## config.mk

```make
export PLATFORM = sky130hd
export DESIGN_NAME = dbg_mem_initiator
export DESIGN_NICKNAME = d
export VERILOG_FILES = /design/src/rtl/dbg_mem_pkg.sv /design/src/rtl/dbg_mem_initiator_lanes.sv /design/src/rtl/dbg_mem_initiator.sv
export SDC_FILE = /design/constraint.sdc
export NUM_CORES = 1
export LEC_CHECK = 0
export BUFFER_PORTS_ARGS = -buffer_cell sky130_fd_sc_hd__buf_2
export CAP_MARGIN = 20
export CORE_MARGIN = 10
export CORE_UTILIZATION = 40
export DETAILED_ROUTE_END_ITERATION = 16
export GPL_TIMING_DRIVEN = 1
export HOLD_SLACK_MARGIN = 0.06
export PLACE_DENSITY_LB_ADDON = 0.12
export SETUP_SLACK_MARGIN = 0.1
export SYNTH_ARGS = -nofsm -noshare
export SYNTH_HDL_FRONTEND = slang
export SYNTH_SLANG_ARGS = --single-unit
```

## constraint.sdc

```tcl
create_clock -name clk -period 4.7 [get_ports clk]
set_clock_uncertainty 0.2 [all_clocks]
set_input_delay 0.705 -clock clk [delete_from_list [all_inputs] [get_ports clk]]
set_output_delay 0.705 -clock clk [all_outputs]
set_load 0.05 [all_outputs]
```

## src/rtl/dbg_mem_pkg.sv

```systemverilog
// Shared encodings and lane helpers for the debug memory initiator.
package dbg_mem_pkg;

  localparam int         NUM_LANES = 4;
  localparam logic [1:0] SZ_BYTE   = 2'd0;
  localparam logic [1:0] SZ_HALF   = 2'd1;
  localparam logic [1:0] SZ_WORD   = 2'd2;

  typedef enum logic [1:0] {
    ST_IDLE = 2'd0,
    ST_REQ  = 2'd1,
    ST_RSP  = 2'd2
  } state_t;

  typedef struct packed {
    logic        write;
    logic [1:0]  size;
    logic [31:0] addr;
  } cmd_t;

  function automatic logic [NUM_LANES-1:0] lane_strb(input logic [1:0] size,
                                                     input logic [1:0] off);
    case (size)
      SZ_BYTE: lane_strb = 4'b0001 << off;
      SZ_HALF: lane_strb = 4'b0011 << off;
      default: lane_strb = 4'b1111;
    endcase
  endfunction

  // Size 3 is never legal; half and word accesses must be naturally aligned.
  function automatic logic misaligned(input logic [1:0] size, input logic [1:0] off);
    misaligned = (size == 2'd3) ||
                 ((size == SZ_HALF) && off[0]) ||
                 ((size == SZ_WORD) && (off != 2'b00));
  endfunction

endpackage

```

## src/rtl/dbg_mem_initiator_lanes.sv

```systemverilog
// Combinational lane steering: strobes, write-data replication, read extract.
module dbg_mem_lanes
  import dbg_mem_pkg::*;
(
  input  logic                  write,
  input  logic [1:0]            size,
  input  logic [1:0]            off,
  input  logic [31:0]           wdata,
  input  logic [31:0]           rdata,
  output logic [NUM_LANES-1:0]  wstrb,
  output logic [31:0]           wdata_rep,
  output logic [31:0]           rdata_ext
);

  logic [NUM_LANES-1:0][7:0] wlane;
  logic [31:0]               rshift;

  assign wstrb = write ? lane_strb(size, off) : '0;

  // Lane i carries byte (i mod access-bytes) of the right-aligned write data.
  for (genvar i = 0; i < NUM_LANES; i++) begin : g_lane
    assign wlane[i] = (size == SZ_BYTE) ? wdata[7:0] :
                      (size == SZ_HALF) ? wdata[8*(i%2) +: 8] :
                                          wdata[8*i +: 8];
  end

  assign wdata_rep = wlane;
  assign rshift    = rdata >> {off, 3'b000};

  always_comb begin
    rdata_ext = rshift;
    case (size)
      SZ_BYTE: rdata_ext = {24'h0, rshift[7:0]};
      SZ_HALF: rdata_ext = {16'h0, rshift[15:0]};
      default: rdata_ext = rshift;
    endcase
  end

endmodule

```

## src/rtl/dbg_mem_initiator.sv

```systemverilog
// Debug-path bus initiator on the picorv32 native memory interface.
// Define DBG_MEM_TIMEOUT_EN to abort bus waits after TIMEOUT_CYCLES.
module dbg_mem_initiator
  import dbg_mem_pkg::*;
#(
  parameter int unsigned TIMEOUT_CYCLES = 1024,
  parameter logic [31:0] ADDR_RESET     = 32'h0000_0000
)(
  input  logic        clk,
  input  logic        resetn,
  input  logic        cmd_valid,
  output logic        cmd_ready,
  input  logic        cmd_write,
  input  logic [1:0]  cmd_size,
  input  logic [31:0] cmd_addr,
  input  logic        cmd_autoinc,
  input  logic [31:0] cmd_wdata,
  output logic        rsp_valid,
  input  logic        rsp_ready,
  output logic [31:0] rsp_rdata,
  output logic        rsp_err,
  output logic        mem_valid,
  output logic        mem_instr,
  input  logic        mem_ready,
  output logic [31:0] mem_addr,
  output logic [31:0] mem_wdata,
  output logic [3:0]  mem_wstrb,
  input  logic [31:0] mem_rdata,
  output logic        busy
);

  if (TIMEOUT_CYCLES < 2) begin : g_bad_timeout
    $error("dbg_mem_initiator: TIMEOUT_CYCLES must be at least 2");
  end

  state_t      state;
  cmd_t        cur;
  logic [31:0] next_addr;
  logic [31:0] eff_addr;
  logic        ln_write;
  logic [1:0]  ln_size;
  logic [1:0]  ln_off;
  logic [3:0]  ln_wstrb;
  logic [31:0] ln_wdata;
  logic [31:0] ln_rdata;
  logic        wait_exp;

  assign mem_instr = 1'b0;
  assign eff_addr  = cmd_autoinc ? next_addr : cmd_addr;

  // The lane block steers the incoming command in IDLE and the latched one after.
  assign ln_write = (state == ST_IDLE) ? cmd_write     : cur.write;
  assign ln_size  = (state == ST_IDLE) ? cmd_size      : cur.size;
  assign ln_off   = (state == ST_IDLE) ? eff_addr[1:0] : cur.addr[1:0];

  dbg_mem_lanes u_lanes (
    .write     (ln_write),
    .size      (ln_size),
    .off       (ln_off),
    .wdata     (cmd_wdata),
    .rdata     (mem_rdata),
    .wstrb     (ln_wstrb),
    .wdata_rep (ln_wdata),
    .rdata_ext (ln_rdata)
  );

`ifdef DBG_MEM_TIMEOUT_EN
  localparam int CNT_W = $clog2(TIMEOUT_CYCLES + 1);
  logic [CNT_W-1:0] wait_cnt;

  // Zero outside REQ, so it is already clear on entry.
  always_ff @(posedge clk or negedge resetn) begin
    if (!resetn)                            wait_cnt <= '0;
    else if (state == ST_REQ && !mem_ready) wait_cnt <= wait_cnt + 1'b1;
    else                                    wait_cnt <= '0;
  end

  assign wait_exp = (wait_cnt == CNT_W'(TIMEOUT_CYCLES - 1));
`else
  assign wait_exp = 1'b0;
`endif

  always_ff @(posedge clk or negedge resetn) begin
    if (!resetn) begin
      state     <= ST_IDLE;
      cur       <= '0;
      next_addr <= ADDR_RESET;
      cmd_ready <= 1'b0;
      busy      <= 1'b0;
      mem_valid <= 1'b0;
      mem_addr  <= '0;
      mem_wdata <= '0;
      mem_wstrb <= '0;
      rsp_valid <= 1'b0;
      rsp_err   <= 1'b0;
      rsp_rdata <= '0;
    end else begin
      case (state)
        ST_IDLE: begin
          cmd_ready <= 1'b1;
          if (cmd_valid && cmd_ready) begin
            cur.write <= cmd_write;
            cur.size  <= cmd_size;
            cur.addr  <= eff_addr;
            cmd_ready <= 1'b0;
            busy      <= 1'b1;
            if (misaligned(cmd_size, eff_addr[1:0])) begin
              state     <= ST_RSP;
              rsp_valid <= 1'b1;
              rsp_err   <= 1'b1;
              rsp_rdata <= '0;
            end else begin
              state     <= ST_REQ;
              mem_valid <= 1'b1;
              mem_addr  <= {eff_addr[31:2], 2'b00};
              mem_wdata <= ln_wdata;
              mem_wstrb <= ln_wstrb;
            end
          end
        end
        ST_REQ: begin
          // A completion on the limit edge wins over the timeout.
          if (mem_ready) begin
            state     <= ST_RSP;
            mem_valid <= 1'b0;
            mem_wstrb <= '0;
            rsp_valid <= 1'b1;
            rsp_err   <= 1'b0;
            rsp_rdata <= cur.write ? '0 : ln_rdata;
            next_addr <= cur.addr + (32'd1 << cur.size);
          end else if (wait_exp) begin
            state     <= ST_RSP;
            mem_valid <= 1'b0;
            mem_wstrb <= '0;
            rsp_valid <= 1'b1;
            rsp_err   <= 1'b1;
            rsp_rdata <= '0;
          end
        end
        ST_RSP: begin
          if (rsp_ready) begin
            state     <= ST_IDLE;
            rsp_valid <= 1'b0;
            rsp_err   <= 1'b0;
            busy      <= 1'b0;
            cmd_ready <= 1'b1;
          end
        end
        default: state <= ST_IDLE;
      endcase
    end
  end

endmodule

```

# After elaboration in Yosys (flattened, before gate mapping)
# Index checks and enable logic that the tools add are counted.
# classes
shift	4
muxes	41
bitwise	1
n_reduce_logical	20
n_addsub	1
n_eq_ne	11
# ops
op	count
32-bit 2-to-1 mux	5
32-bit one-hot mux with 2 select lines	2
8-bit 2-to-1 mux	5
32-bit adder	1
1-bit by 2-bit left shift with 32-bit output (first input constant)	1
32-bit by 5-bit right shift with 32-bit output	1
4-bit 2-to-1 mux	4
4-bit one-hot mux with 2 select lines	2
2-bit 2-to-1 mux	6
1-bit 2-to-1 mux	11
3-bit AND reduction	3
4-bit AND reduction	2
2-bit by 1-bit == test with 1-bit output (second input constant)	3
2-bit == test (second input constant)	3
2-bit inequality test (second input constant)	3
1-bit one-hot mux with 2 select lines	3
1-bit one-hot mux with 3 select lines	2
2-bit one-hot mux with 3 select lines	1
2-bit AND reduction	3
2-bit nonzero test	3
5-bit AND reduction	1
2-bit zero test	2
2-bit by 1-bit inequality test with 1-bit output (second input constant)	2
1-bit by 2-bit left shift with 4-bit output (first input constant)	1
5 further kinds	8
# totals
wordCells	92
register_bits	172
inputBits	105
out_inout_bits	106

# Longest topological paths before layout
# Gate-level depths: netlist of run 1.
# depth
depth_word	8
depth_mapped	10
ltp_nobuf	9

# Modules after synthesis
# A second synthesis of run 1 with hierarchy kept.
# unflattened
hier_cells	890
hier_area_um2	9058.7
# by_module_without_submodules
mod	instances	cells_per_inst	area_per_inst_um2	seq_area_each_um2
dbg_mem_initiator	1	734	7913.8	4304.1
dbg_mem_lanes	1	156	1144.8	0.0

# Worst setup path before layout of run 1
# OpenSTA, ideal clock, no wires.
# synth_timing
kind	reg2reg
start	register cur[32] (netlist name)
end	register next_addr[22]
path_stages_with_launch	10
synth_period_minus_slack_ns	2.507
setup_time_ns	0.133
n_path_buf	0
required_ns	4.367
setup_slack_ns	2.193
arrival_time_ns	2.174
path_cell_list	dfrtp_1 > nor2_1 > ha_1 > inv_1 > fa_1 > nor2b_1 > nor3_1 > nor4b_1 > xnor2_1 > o21ai_0
# synth_between
elab_chain_cells	2
# synth_rtl
element	line	text
start: declaration	dbg_mem_initiator.sv:37	cmd_t cur;
1-bit by 2-bit left shift with 32-bit output	dbg_mem_initiator.sv:130	next_addr <= cur.addr + (32'd1 << cur.size);
32-bit adder	dbg_mem_initiator.sv:130	
end signal: assignment	dbg_mem_initiator.sv:130	
end: declaration	dbg_mem_initiator.sv:38	logic [31:0] next_addr;
# Every way passes these cells.
# A chain may end at the register's enable or synchronous reset.

# Final worst setup path of run 1
# layout_timing
start	register state[1]
end	register rsp_rdata[23]
# layout_between
elab_chain_cells	7
elab_cells_between_ends	16
classes_between	5 x eq/ne; 1 x shift; 6 x mux; 4 x reduce/logical
# layout_rtl
element	line	text
start: declaration	dbg_mem_initiator.sv:36	state_t state;
start signal: assignment	dbg_mem_initiator.sv:85	state <= ST_IDLE;
start signal: assignment	dbg_mem_initiator.sv:108	state <= ST_RSP;
start signal: assignment	dbg_mem_initiator.sv:113	state <= ST_REQ;
2-bit zero test	dbg_mem_initiator.sv:53, dbg_mem_initiator.sv:54, dbg_mem_initiator.sv:98	
2-bit 2-to-1 mux (on tied branches)	dbg_mem_initiator.sv:54, dbg_mem_initiator.sv:53	
32-bit by 5-bit right shift with 32-bit output (tied with other cells)	dbg_mem_initiator_lanes.sv:28	assign rshift = rdata >> {off, 3'b000};
32-bit one-hot mux with 2 select lines	dbg_mem_initiator_lanes.sv:32	case (size)
32-bit 2-to-1 mux	dbg_mem_initiator.sv:129	rsp_rdata <= cur.write ? '0 : ln_rdata;
32-bit 2-to-1 mux	dbg_mem_initiator.sv:123	if (mem_ready) begin
32-bit one-hot mux with 2 select lines	dbg_mem_initiator.sv:98	case (state)
end signal: assignment	dbg_mem_initiator.sv:129	
end: declaration	dbg_mem_initiator.sv:20	output logic [31:0] rsp_rdata,
# Parallel ways exist; a longest one is shown, timed or not. The select of a mux whose other input is x is not followed.

==> flow_metrics.env, run 1 <==
export IMPL_status="complete, no violations"
export IMPL_met1_usage=0.223
export IMPL_ir_worst_vdd_mv=0.383
export IMPL_drc=0
export IMPL_holdBufCountCts=0
export IMPL_port_buffers=207
export IMPL_final_max_slew_violation_count=0
export IMPL_overflow=0
export IMPL_tns_ps=0
export IMPL_cts_sinks=172
export IMPL_yosysSeqAreaShare=0.514
export IMPL_grt_pass1_vias=6973
export IMPL_yosysWarnings=0
export IMPL_dpl_cell_area_sq_mm=0.00961
export IMPL_ff2ff_setup_slack_ps=1430
export IMPL_setup_viol=0
export IMPL_antenna_found_initial=3
export IMPL_area_growth_syn_to_layout_pct=21.9
export IMPL_timing_final_ws_setup_ps=1430
export IMPL_min_path_type="input pin to async pin"
export IMPL_synth_top_area_cell="dfrtp_1"
export IMPL_clkTransAtPathRegs_ps=70
export IMPL_rsz0062_at_grt="false"
export IMPL_htree_num_levels=4
export IMPL_finalCriticalPeriod_ps=3270
export IMPL_initial_utilization=0.410
export IMPL_async_flop_share=1.00
export IMPL_critPathMaxStageDelay_ps=900
export IMPL_drive_above_1_share=0.272
export IMPL_hpwl_um=16700
export IMPL_final_cell_area_sq_mm=0.0102
export IMPL_p_per_area_mw_per_mm2=750
export IMPL_period_share=0.696
export IMPL_cts_root_buf="clkbuf_16"
export IMPL_cts_setup_buffers=0
export IMPL_path_max_fanout=36
export IMPL_routed_via_density=5.12
export IMPL_die_w_um=165
export IMPL_firstDrtPassIters=4
export IMPL_drt_iter0_markers=413
export IMPL_synth_avg_cell_area_sq_um=10.1
export IMPL_syn_area_sq_mm=0.00837
export IMPL_grt_max_degree=117
export IMPL_critPathRequiredTime_ps=4840
export IMPL_synth_main_ff_cell="dfrtp_1"
export IMPL_crit_chain="inv_1 -> ha_1 -> nor2_1 -> a211oi_2 -> nand3_4 -> or4_1 -> o21ai_2"
export IMPL_die_h_um=165
export IMPL_fp_coreArea_sq_mm=0.0204
export IMPL_synth_seq_cells=172
export IMPL_arrival_ps=3420
export IMPL_fmax_mhz=306
export IMPL_reg2reg_depth=7
export IMPL_synth_cell_types=56
export IMPL_grt_pass1_wl_um=37800
export IMPL_wl_per_cell_um=18.0
export IMPL_r2r_start="state[1]"
export IMPL_netlist_instances=831
export IMPL_synth_top_cells_by_area="dfrtp_1 (51%), mux2i_1 (8.8%), o21ai_0 (7.7%), nand2_1 (7.7%), xnor2_1 (2.3%)"
export IMPL_routed_wl_um=23300
export IMPL_vias=6640
export IMPL_place_gp_congestion=0.807
export IMPL_clk_latency_ps=420
export IMPL_slowest_stage="or4_1"
export IMPL_ios=211
export IMPL_cts_resized_gates=0
export IMPL_synth_edff_count=0
export IMPL_cp_end_kind="flip-flop"
export IMPL_grt_usage=0.174
export IMPL_grt_util_met2=0.273
export IMPL_ant_nets=0
export IMPL_reg2reg_to="rsp_rdata[23]"
export IMPL_hold_viol=0
export IMPL_nFillCells=1974
export IMPL_yosys_area_top_type_share=0.514
export IMPL_slew_headroom=0.304
export IMPL_leakage_nw=5.02
export IMPL_numCtsBuffers=17
export IMPL_cts_buffer_depth=2
export IMPL_core_rowCount=52
export IMPL_pre_cts_slack_ps=1380
export IMPL_startpoint_type="flip-flop"
export IMPL_nNetsFinal=1125
export IMPL_die_area_sq_mm=0.0271
export IMPL_cts_tree="yes"
export IMPL_top_usage_layer="met2"
export IMPL_critical_path_class="flip-flop to flip-flop"
export IMPL_max_cap_violations=0
export IMPL_grtUsageMet3=0.0622
export IMPL_worst_pin_slew_ps=1020
worst max-delay path, delay by kind of cell (launching register included):
family / cells / cell delay (ps)
flops: 1 / 400
fa+ha+maj: 1 / 550
buf+inv: 1 / 100
simple gates: 3 / 1420
compound gates: 2 / 500
through the flow:
step,hold WS (ps),cells,util,power (mW)
2_1_floorplan,209,833,-,5.31
3_3_place_gp,256,1261,0.471,6.28
3_5_place_dp,264,1261,0.471,6.34
4_1_cts,78.6,1293,0.499,7.76
5_1_grt,97.2,1295,0.499,8.20
6_report,54.6,1296,0.500,7.65
metal layers:
layer  routed length, um  vias to the layer above
li1                    -                     3281
met1               10200                     3160
met2               10900                      178
met3                1810                       19
met4                 383                        2
met5                  13                        -
registers in the layout, summed over array words and instances, names as in the netlist:
register and count:
mem_wstrb 4, mem_wdata 32, state 2, rsp_rdata 32, rsp_valid 1, next_addr 32
mem_valid 1, cmd_ready 1, mem_addr 30, busy 1, rsp_err 1, cur 35
Yosys cell counts, drive strengths merged, types with 10 or more instances:
library cell	count
mux2i	75
nand2	171
a22o	12
inv	10
xnor2	22
nor2	11
buf	21
a32o	16
nor4	11
a21oi	10
mux2	13
o21ai	143
clkbuf	35
dfrtp	172
nand3	16
final cells by class:
type	instances	area, sq um	area share
inverter	10	37.5	0.00368
timing repair buffer	215	1130	0.110
tap	270	338	0.0331
sequential	172	4300	0.422
multi-input combinational	595	3810	0.374
antenna	2	5.00	0.000490
clock inverter	11	108	0.0105
clock buffer	21	470	0.0461
power breakdown:
part,switching [mW],internal (mW)
logic,2.70,1.07
registers,0.407,2.08
clock network,0.619,0.781
cell usage in the layout (no fill, tap or decap), types with 8 or more instances in the layout:
cell,netlist,final
inv_1,10,10
xnor2_1,22,22
a21oi_1,8,8
nor2_1,11,11
mux2i_1,74,73
dfrtp_1,172,172
clkbuf_16,0,17
o21ai_0,129,129
ha_1,8,8
o2bb2ai_1,8,8
mux2_2,12,12
a32o_1,16,16
nand3_1,15,14
nand2_1,171,171
nor4_1,10,10
o21ai_2,8,8
buf_2,14,206
a22o_1,12,12
how the worst max path moves through the flow:
stage          slack (ps)  depth (start not counted)            end      from
3_5_place_dp         1380                          7  rsp_rdata[23]  state[1]
4_1_cts              1390                          7  rsp_rdata[23]  state[1]
2_1_floorplan        2190                          9  next_addr[22]   cur[32]
6_report             1430                          7  rsp_rdata[23]  state[1]
5_1_grt              1190                          7  rsp_rdata[17]  state[0]
3_3_place_gp         1490                          7  rsp_rdata[20]  state[0]
cell families (layout without fill, tap and decap cells):
group / after synthesis / after routing / synth area share
AND/OR/NAND/NOR: 262 / 262 / 0.146
XOR/XNOR: 27 / 27 / 0.0282
AO/OA/AOI/OAI: 206 / 206 / 0.154
other: 1 / 5 / 0.000448
flip-flops: 172 / 172 / 0.514
adder cells (fa/ha/maj): 9 / 9 / 0.0143
buffers and inverters: 66 / 257 / 0.0348
multiplexers: 88 / 88 / 0.108
(Power assumes the default switching activity.)
==> run 2: changes to the inputs <==
- ABC_AREA: not set -> 1
- clock period: 4.7 -> 3.4 ns (I/O delays scaled with it)
==> run 2 against run 1 <==
Net effect: final area increased by 6.0%; count of clock-buffer cells in the layout fell by 3; total power up 45%; die area grew 6.7%; critical path depth grew 3; utilization is 0.82 points lower.
==> flow_metrics.env, run 2 <==
export IMPL_muxShareOfSynthArea=0.00111
export IMPL_synth_top_cells_by_area="dfrtp_1 (48%), nand2_1 (25%), o21ai_0 (6.6%), nand3_1 (3.9%), inv_1 (3.7%)"
export IMPL_critPathCapture="rsp_rdata[15]"
export IMPL_path_depth=10
export IMPL_reg2reg_depth=10
export IMPL_htree_num_levels=4
export IMPL_status="complete, no violations"
export IMPL_cts_resized_gates=0
export IMPL_place_gp_congestion=0.887
export IMPL_ios=211
export IMPL_synthAdderAreaFrac=0.0133
export IMPL_mostFrequentLayoutCell="nand2_1"
export IMPL_dp_cells=1710
export IMPL_yosys_top_cells_count="nand2_1 (601), dfrtp_1 (172), o21ai_0 (119)"
export IMPL_top_register="cur"
export IMPL_drt_iter0_markers=606
export IMPL_nFillCells=2278
export IMPL_port_buffers=207
export IMPL_hpwl_um=20500
export IMPL_tns_ps=0
export IMPL_firstDrtPassIters=5
export IMPL_die_area_sq_mm=0.0289
export IMPL_yosys_area_top_type_share=0.478
export IMPL_yosysWarnings=0
export IMPL_path_max_fanout=19
export IMPL_routed_wl_um=27600
export IMPL_syn_area_sq_mm=0.00901
export IMPL_nNetsFinal=1564
export IMPL_largest_reg_flops=35
export IMPL_finalCriticalPeriod_ps=2840
export IMPL_grt_pass1_vias=8432
export IMPL_cp_end_kind="flip-flop"
export IMPL_vias=8527
export IMPL_met1_usage=0.237
export IMPL_crit_chain="inv_1 -> ha_1 -> inv_2 -> nand2_1 -> nand2_2 -> inv_2 -> o21ai_1 -> nor2_1 -> nand3_1 -> nand2_1"
export IMPL_cp_startpoint="state[0]"
export IMPL_overflow=0
export IMPL_hold_viol=0
export IMPL_dpl_cell_area_sq_mm=0.0102
export IMPL_cts_tree="yes"
export IMPL_layout_common_cells="nand2_1 (600), buf_2 (206), dfrtp_1 (172)"
export IMPL_startpoint_type="flip-flop"
export IMPL_cts_buffer_depth=2
export IMPL_worst_pin_slew_ps=714
export IMPL_numCtsBuffers=17
export IMPL_crit_family="simple AND/OR/NAND/NOR gates"
export IMPL_cts_root_buf="clkbuf_16"
export IMPL_final_max_slew_violation_count=0
export IMPL_grt_pass1_wl_um=44100
export IMPL_cts_sinks=172
export IMPL_finalPower_mw=11.1
export IMPL_timing_final_ws_setup_ps=563
export IMPL_setup_viol=0
export IMPL_synth_top_family_by_area="simple AND/OR/NAND/NOR gates"
export IMPL_area_growth_syn_to_layout_pct=20.1
export IMPL_clkTransAtPathRegs_ps=70
export IMPL_wl_per_cell_um=15.8
export IMPL_grt_usage=0.190
export IMPL_ir_worst_vdd_mv=0.394
export IMPL_synth_cell_types=35
export IMPL_final_cell_area_sq_mm=0.0108
export IMPL_critPathMaxStageDelay_ps=610
export IMPL_slowest_stage="o21ai_1"
export IMPL_die_w_um=170
export IMPL_initial_utilization=0.409
export IMPL_grt_util_met2=0.326
export IMPL_synth_main_ff_cell="dfrtp_1"
export IMPL_arrival_ps=2960
export IMPL_critPathBufInv=3
export IMPL_max_cap_violations=0
export IMPL_period_share=0.834
export IMPL_die_h_um=170
export IMPL_slew_headroom=0.523
export IMPL_grtUsageMet3=0.0442
export IMPL_async_flop_share=1.00
export IMPL_r2r_start="state[0]"
export IMPL_ant_nets=0
export IMPL_fin_cells=1744
export IMPL_synthSimpleGateAreaFrac=0.331
export IMPL_yosysMostFrequentCell="nand2_1"
export IMPL_synth_compound_area_share=0.0964
export IMPL_leakage_nw=5.93
export IMPL_antenna_found_initial=1
export IMPL_critical_path_class="flip-flop to flip-flop"
export IMPL_routed_via_density=4.89
export IMPL_cts_setup_buffers=0
export IMPL_synth_xor_area_frac=0.00486
export IMPL_synth_avg_cell_area_sq_um=7.14
export IMPL_core_rowCount=54
export IMPL_clk_latency_ps=440
export IMPL_critPathRequiredTime_ps=3520
export IMPL_drc=0
export IMPL_rsz0062_at_grt="false"
export IMPL_grt_max_degree=67
export IMPL_netlist_instances=1262
export IMPL_drive_above_1_share=0.188
export IMPL_yosysSeqAreaShare=0.478
export IMPL_final_util=0.491
export IMPL_reg2reg_to="rsp_rdata[15]"
export IMPL_top_usage_layer="met2"
export IMPL_ff2ff_setup_slack_ps=560
export IMPL_synth_seq_cells=172
export IMPL_fmax_mhz=352
export IMPL_min_path_type="input pin to flip-flop"
export IMPL_pre_cts_slack_ps=450
export IMPL_p_per_area_mw_per_mm2=1020
export IMPL_synth_top_area_cell="dfrtp_1"
export IMPL_hold_worst_slack_ps=91.2
export IMPL_fp_coreArea_sq_mm=0.0220
export IMPL_synth_edff_count=0
[run 2: cell types whose count changed after synthesis, sizes merged, moves of 13 or more]
cell / previous run / this run
mux2: 13 / 0
inv: 10 / 96
o21ai: 143 / 129
mux2i: 75 / 1
clkbuf: 35 / 21
nand2: 171 / 604
nor2: 11 / 72
buf: 21 / 34
nand3: 16 / 71
a32o: 16 / 0
xnor2: 22 / 2
[run 2: timing repair]
item / CTS / global route
hold endpoints to repair: 54 / 0
setup endpoints to repair: 0 / 0
hold buffers: 1 / 0
[run 2: final cells by class]
| type | instances | area (sq um) | share of cell area |
|---|---|---|---|
| Antenna cell | 1 | 2.50 | 0.000231 |
| Clock buffer | 18 | 429 | 0.0397 |
| Clock inverter | 14 | 143 | 0.0132 |
| Inverter | 98 | 368 | 0.0340 |
| Multi-Input combinational cell | 939 | 4040 | 0.374 |
| Sequential cell | 172 | 4300 | 0.398 |
| Tap cell | 280 | 350 | 0.0324 |
| Timing Repair Buffer | 222 | 1180 | 0.109 |
[run 2: routing by layer]
metal	vias to the layer above	share of wire
met1	3957	0.44
met2	216	0.49
met4	0	0.016
met5	-	0
li1	4325	-
met3	29	0.060
[run 2: cells by family (layout without fill, tap and decap cells)]
family,Yosys count,in the layout
buf+inv,153,352
fa+ha+maj,9,9
xor+xnor,5,5
mux,1,1
compound gates,164,164
flops,172,172
other cells,1,4
simple gates,757,757
[run 2: worst min-delay path by stage]
stage	startpoint	endpoint	depth (start not counted)
CTS	cmd_write	cur[34]	3
global route	cmd_write	cur[34]	3
global placement	mem_wdata[8]	mem_wdata[8]	2
detailed placement	mem_addr[15]	mem_addr[15]	2
finish	cmd_write	cur[34]	3
floorplan	resetn	busy	0
[run 2: power breakdown]
| part | switching [mW] | internal [mW] |
|---|---|---|
| logic | 4.29 | 1.39 |
| clock network | 0.861 | 1.08 |
| registers | 0.543 | 2.92 |
| total | 5.69 | 5.39 |
[run 2: worst reg2reg max path, delay by kind of cell (launching register included)]
family | cells | cell delay, ps
and+or+nand+nor | 5 | 650
AOI/OAI and AO/OA | 1 | 620
buffers and inverters | 3 | 530
DFF | 1 | 370
adders and majority gates | 1 | 350
==> run 3: changes to the inputs <==
- clock period: 3.4 -> 2.4 ns (I/O delays scaled with it)
==> run 3 against run 2 <==
Net effect: combinational power is 49% higher; sequential share of layout area is 2.3 points lower; critical endpoint is now next_addr[12]; maximum frequency is 29% higher; cell count is 3.0% higher; non-clock buffer count is 53 higher; sequential power is 42% higher; register-to-register slack worse by 360 ps; utilization is 3.0 points higher.
==> flow_metrics.env, run 3 (synthesized netlist as in run 2, its figures left out) <==
export IMPL_status="complete, no violations"
export IMPL_worst_pin_slew_ps=644
export IMPL_overflow=0
export IMPL_clk_latency_ps=430
export IMPL_final_util=0.521
export IMPL_nNetsFinal=1617
export IMPL_top_register="cur"
export IMPL_routed_via_density=4.94
export IMPL_cts_root_buf="clkbuf_16"
export IMPL_rsz0062_at_grt="true"
export IMPL_cts_tree="yes"
export IMPL_die_h_um=170
export IMPL_tns_ps=0
export IMPL_reg2reg_depth=12
export IMPL_seqPwrFrac=0.304
export IMPL_firstDrtPassIters=5
export IMPL_largest_reg_flops=35
export IMPL_wl_per_cell_um=15.9
export IMPL_leakage_nw=6.20
export IMPL_ant_nets=0
export IMPL_initial_utilization=0.409
export IMPL_numCtsBuffers=17
export IMPL_ir_worst_vdd_mv=0.617
export IMPL_ios=211
export IMPL_cp_end_kind="flip-flop"
export IMPL_slew_headroom=0.570
export IMPL_port_buffers=207
export IMPL_antenna_found_initial=0
export IMPL_p_per_area_mw_per_mm2=1410
export IMPL_fmax_mhz=456
export IMPL_grt_max_degree=66
export IMPL_switching_power_mw=8.20
export IMPL_die_area_sq_mm=0.0289
export IMPL_hpwl_um=20900
export IMPL_grt_pass1_vias=8627
export IMPL_core_rowCount=54
export IMPL_vias=8869
export IMPL_whs_path_depth=5
export IMPL_finalCriticalPeriod_ps=2190
export IMPL_drive_above_1_share=0.204
export IMPL_critPathRequiredTime_ps=2500
export IMPL_combPwrFrac=0.523
export IMPL_clkTransAtPathRegs_ps=70
export IMPL_critical_path_class="flip-flop to flip-flop"
export IMPL_die_w_um=170
export IMPL_htree_num_levels=4
export IMPL_hold_worst_slack_ps=66.0
export IMPL_cts_buffer_depth=2
export IMPL_period_share=0.914
export IMPL_setup_viol=0
export IMPL_routed_wl_um=28600
export IMPL_hold_viol=0
export IMPL_grt_pass1_wl_um=45200
export IMPL_area_growth_syn_to_layout_pct=27.4
export IMPL_diodes=0
export IMPL_internal_power_mw=8.00
export IMPL_max_cap_violations=0
export IMPL_mostFrequentLayoutCell="nand2_1"
export IMPL_startpoint_type="flip-flop"
export IMPL_path_max_fanout=5
export IMPL_cts_sinks=172
export IMPL_arrival_ps=2290
export IMPL_fp_coreArea_sq_mm=0.0220
export IMPL_drt_iter0_markers=693
export IMPL_min_path_type="input pin to flip-flop"
export IMPL_drc=0
export IMPL_place_gp_congestion=0.907
export IMPL_grt_usage=0.193
export IMPL_finalPower_mw=16.2
export IMPL_swShare=0.506
export IMPL_layout_common_cells="nand2_1 (592), buf_2 (206), dfrtp_1 (172)"
export IMPL_clkPwrFrac=0.173
export IMPL_final_max_slew_violation_count=0
export IMPL_nFillCells=2270
-- run 3: cell type report --
type	instances	area, sq um	area share
Timing Repair Buffer	275	1750	0.152
Clock buffer	22	464	0.0404
Multi-Input combinational cell	939	4120	0.359
Sequential cell	172	4300	0.375
Inverter	98	374	0.0326
Tap cell	280	350	0.0305
Clock inverter	10	116	0.0101
-- run 3: power by group through the flow --
stage	Combinational, mW	Sequential [mW]	Clock, mW
after floorplan	3.70	7.25	0
after global placement	8.26	4.96	0
after detailed placement	8.33	4.96	0
after CTS	8.41	4.92	2.84
after global routing	9.32	5.07	2.95
final	8.47	4.93	2.80
-- run 3: stage by stage --
stage | area (sq um) | cells | worst slack, ps
finish | 11500 | 1796 | 205
global route | 11500 | 1796 | 73.5
CTS | 11400 | 1793 | 112
detailed placement | 10400 | 1723 | 44.3
global placement | 10400 | 1723 | 99.8
floorplan | 9020 | 1264 | 240
-- run 3: final timing paths --
path | start | end | slack, ps
worst max-delay path | cur[32] | next_addr[12] | 210
worst min-delay path | cmd_addr[29] | mem_addr[29] | 70
worst max register to register | cur[32] | next_addr[12] | 210
worst min register to register | mem_addr[9] | mem_addr[9] | 260
max in group asynchronous | resetn | rsp_rdata[2] | 1110
min in group asynchronous | resetn | mem_wdata[17] | 230
-- run 3: critical path: stages, from the launching register on --
cell and delay (ps):
dfrtp_1 410, nor2_1 120, ha_2 180, inv_1 50, fa_2 350, inv_2 70, nand3_2 70, nand2_4 130
inv_4 50, nor2_4 120, buf_4 120, xnor2_1 90, o21ai_0 90
-- run 3: what timing repair did --
item                       4_1_cts  5_1_grt
pin swaps                        0        5
buffers inserted                 0        3
setup endpoints to repair        7       51
hold buffers                    38        0
gates resized for setup          3       31
hold endpoints to repair        91        0
-- run 3: per-layer routing --
layer  vias to the layer above  global-route usage  share of wire
met5                         -                   0              0
met4                         0              0.0530          0.016
met1                      4170               0.244           0.45
met3                        36              0.0393          0.052
li1                       4445                   -              -
met2                       218               0.328           0.48
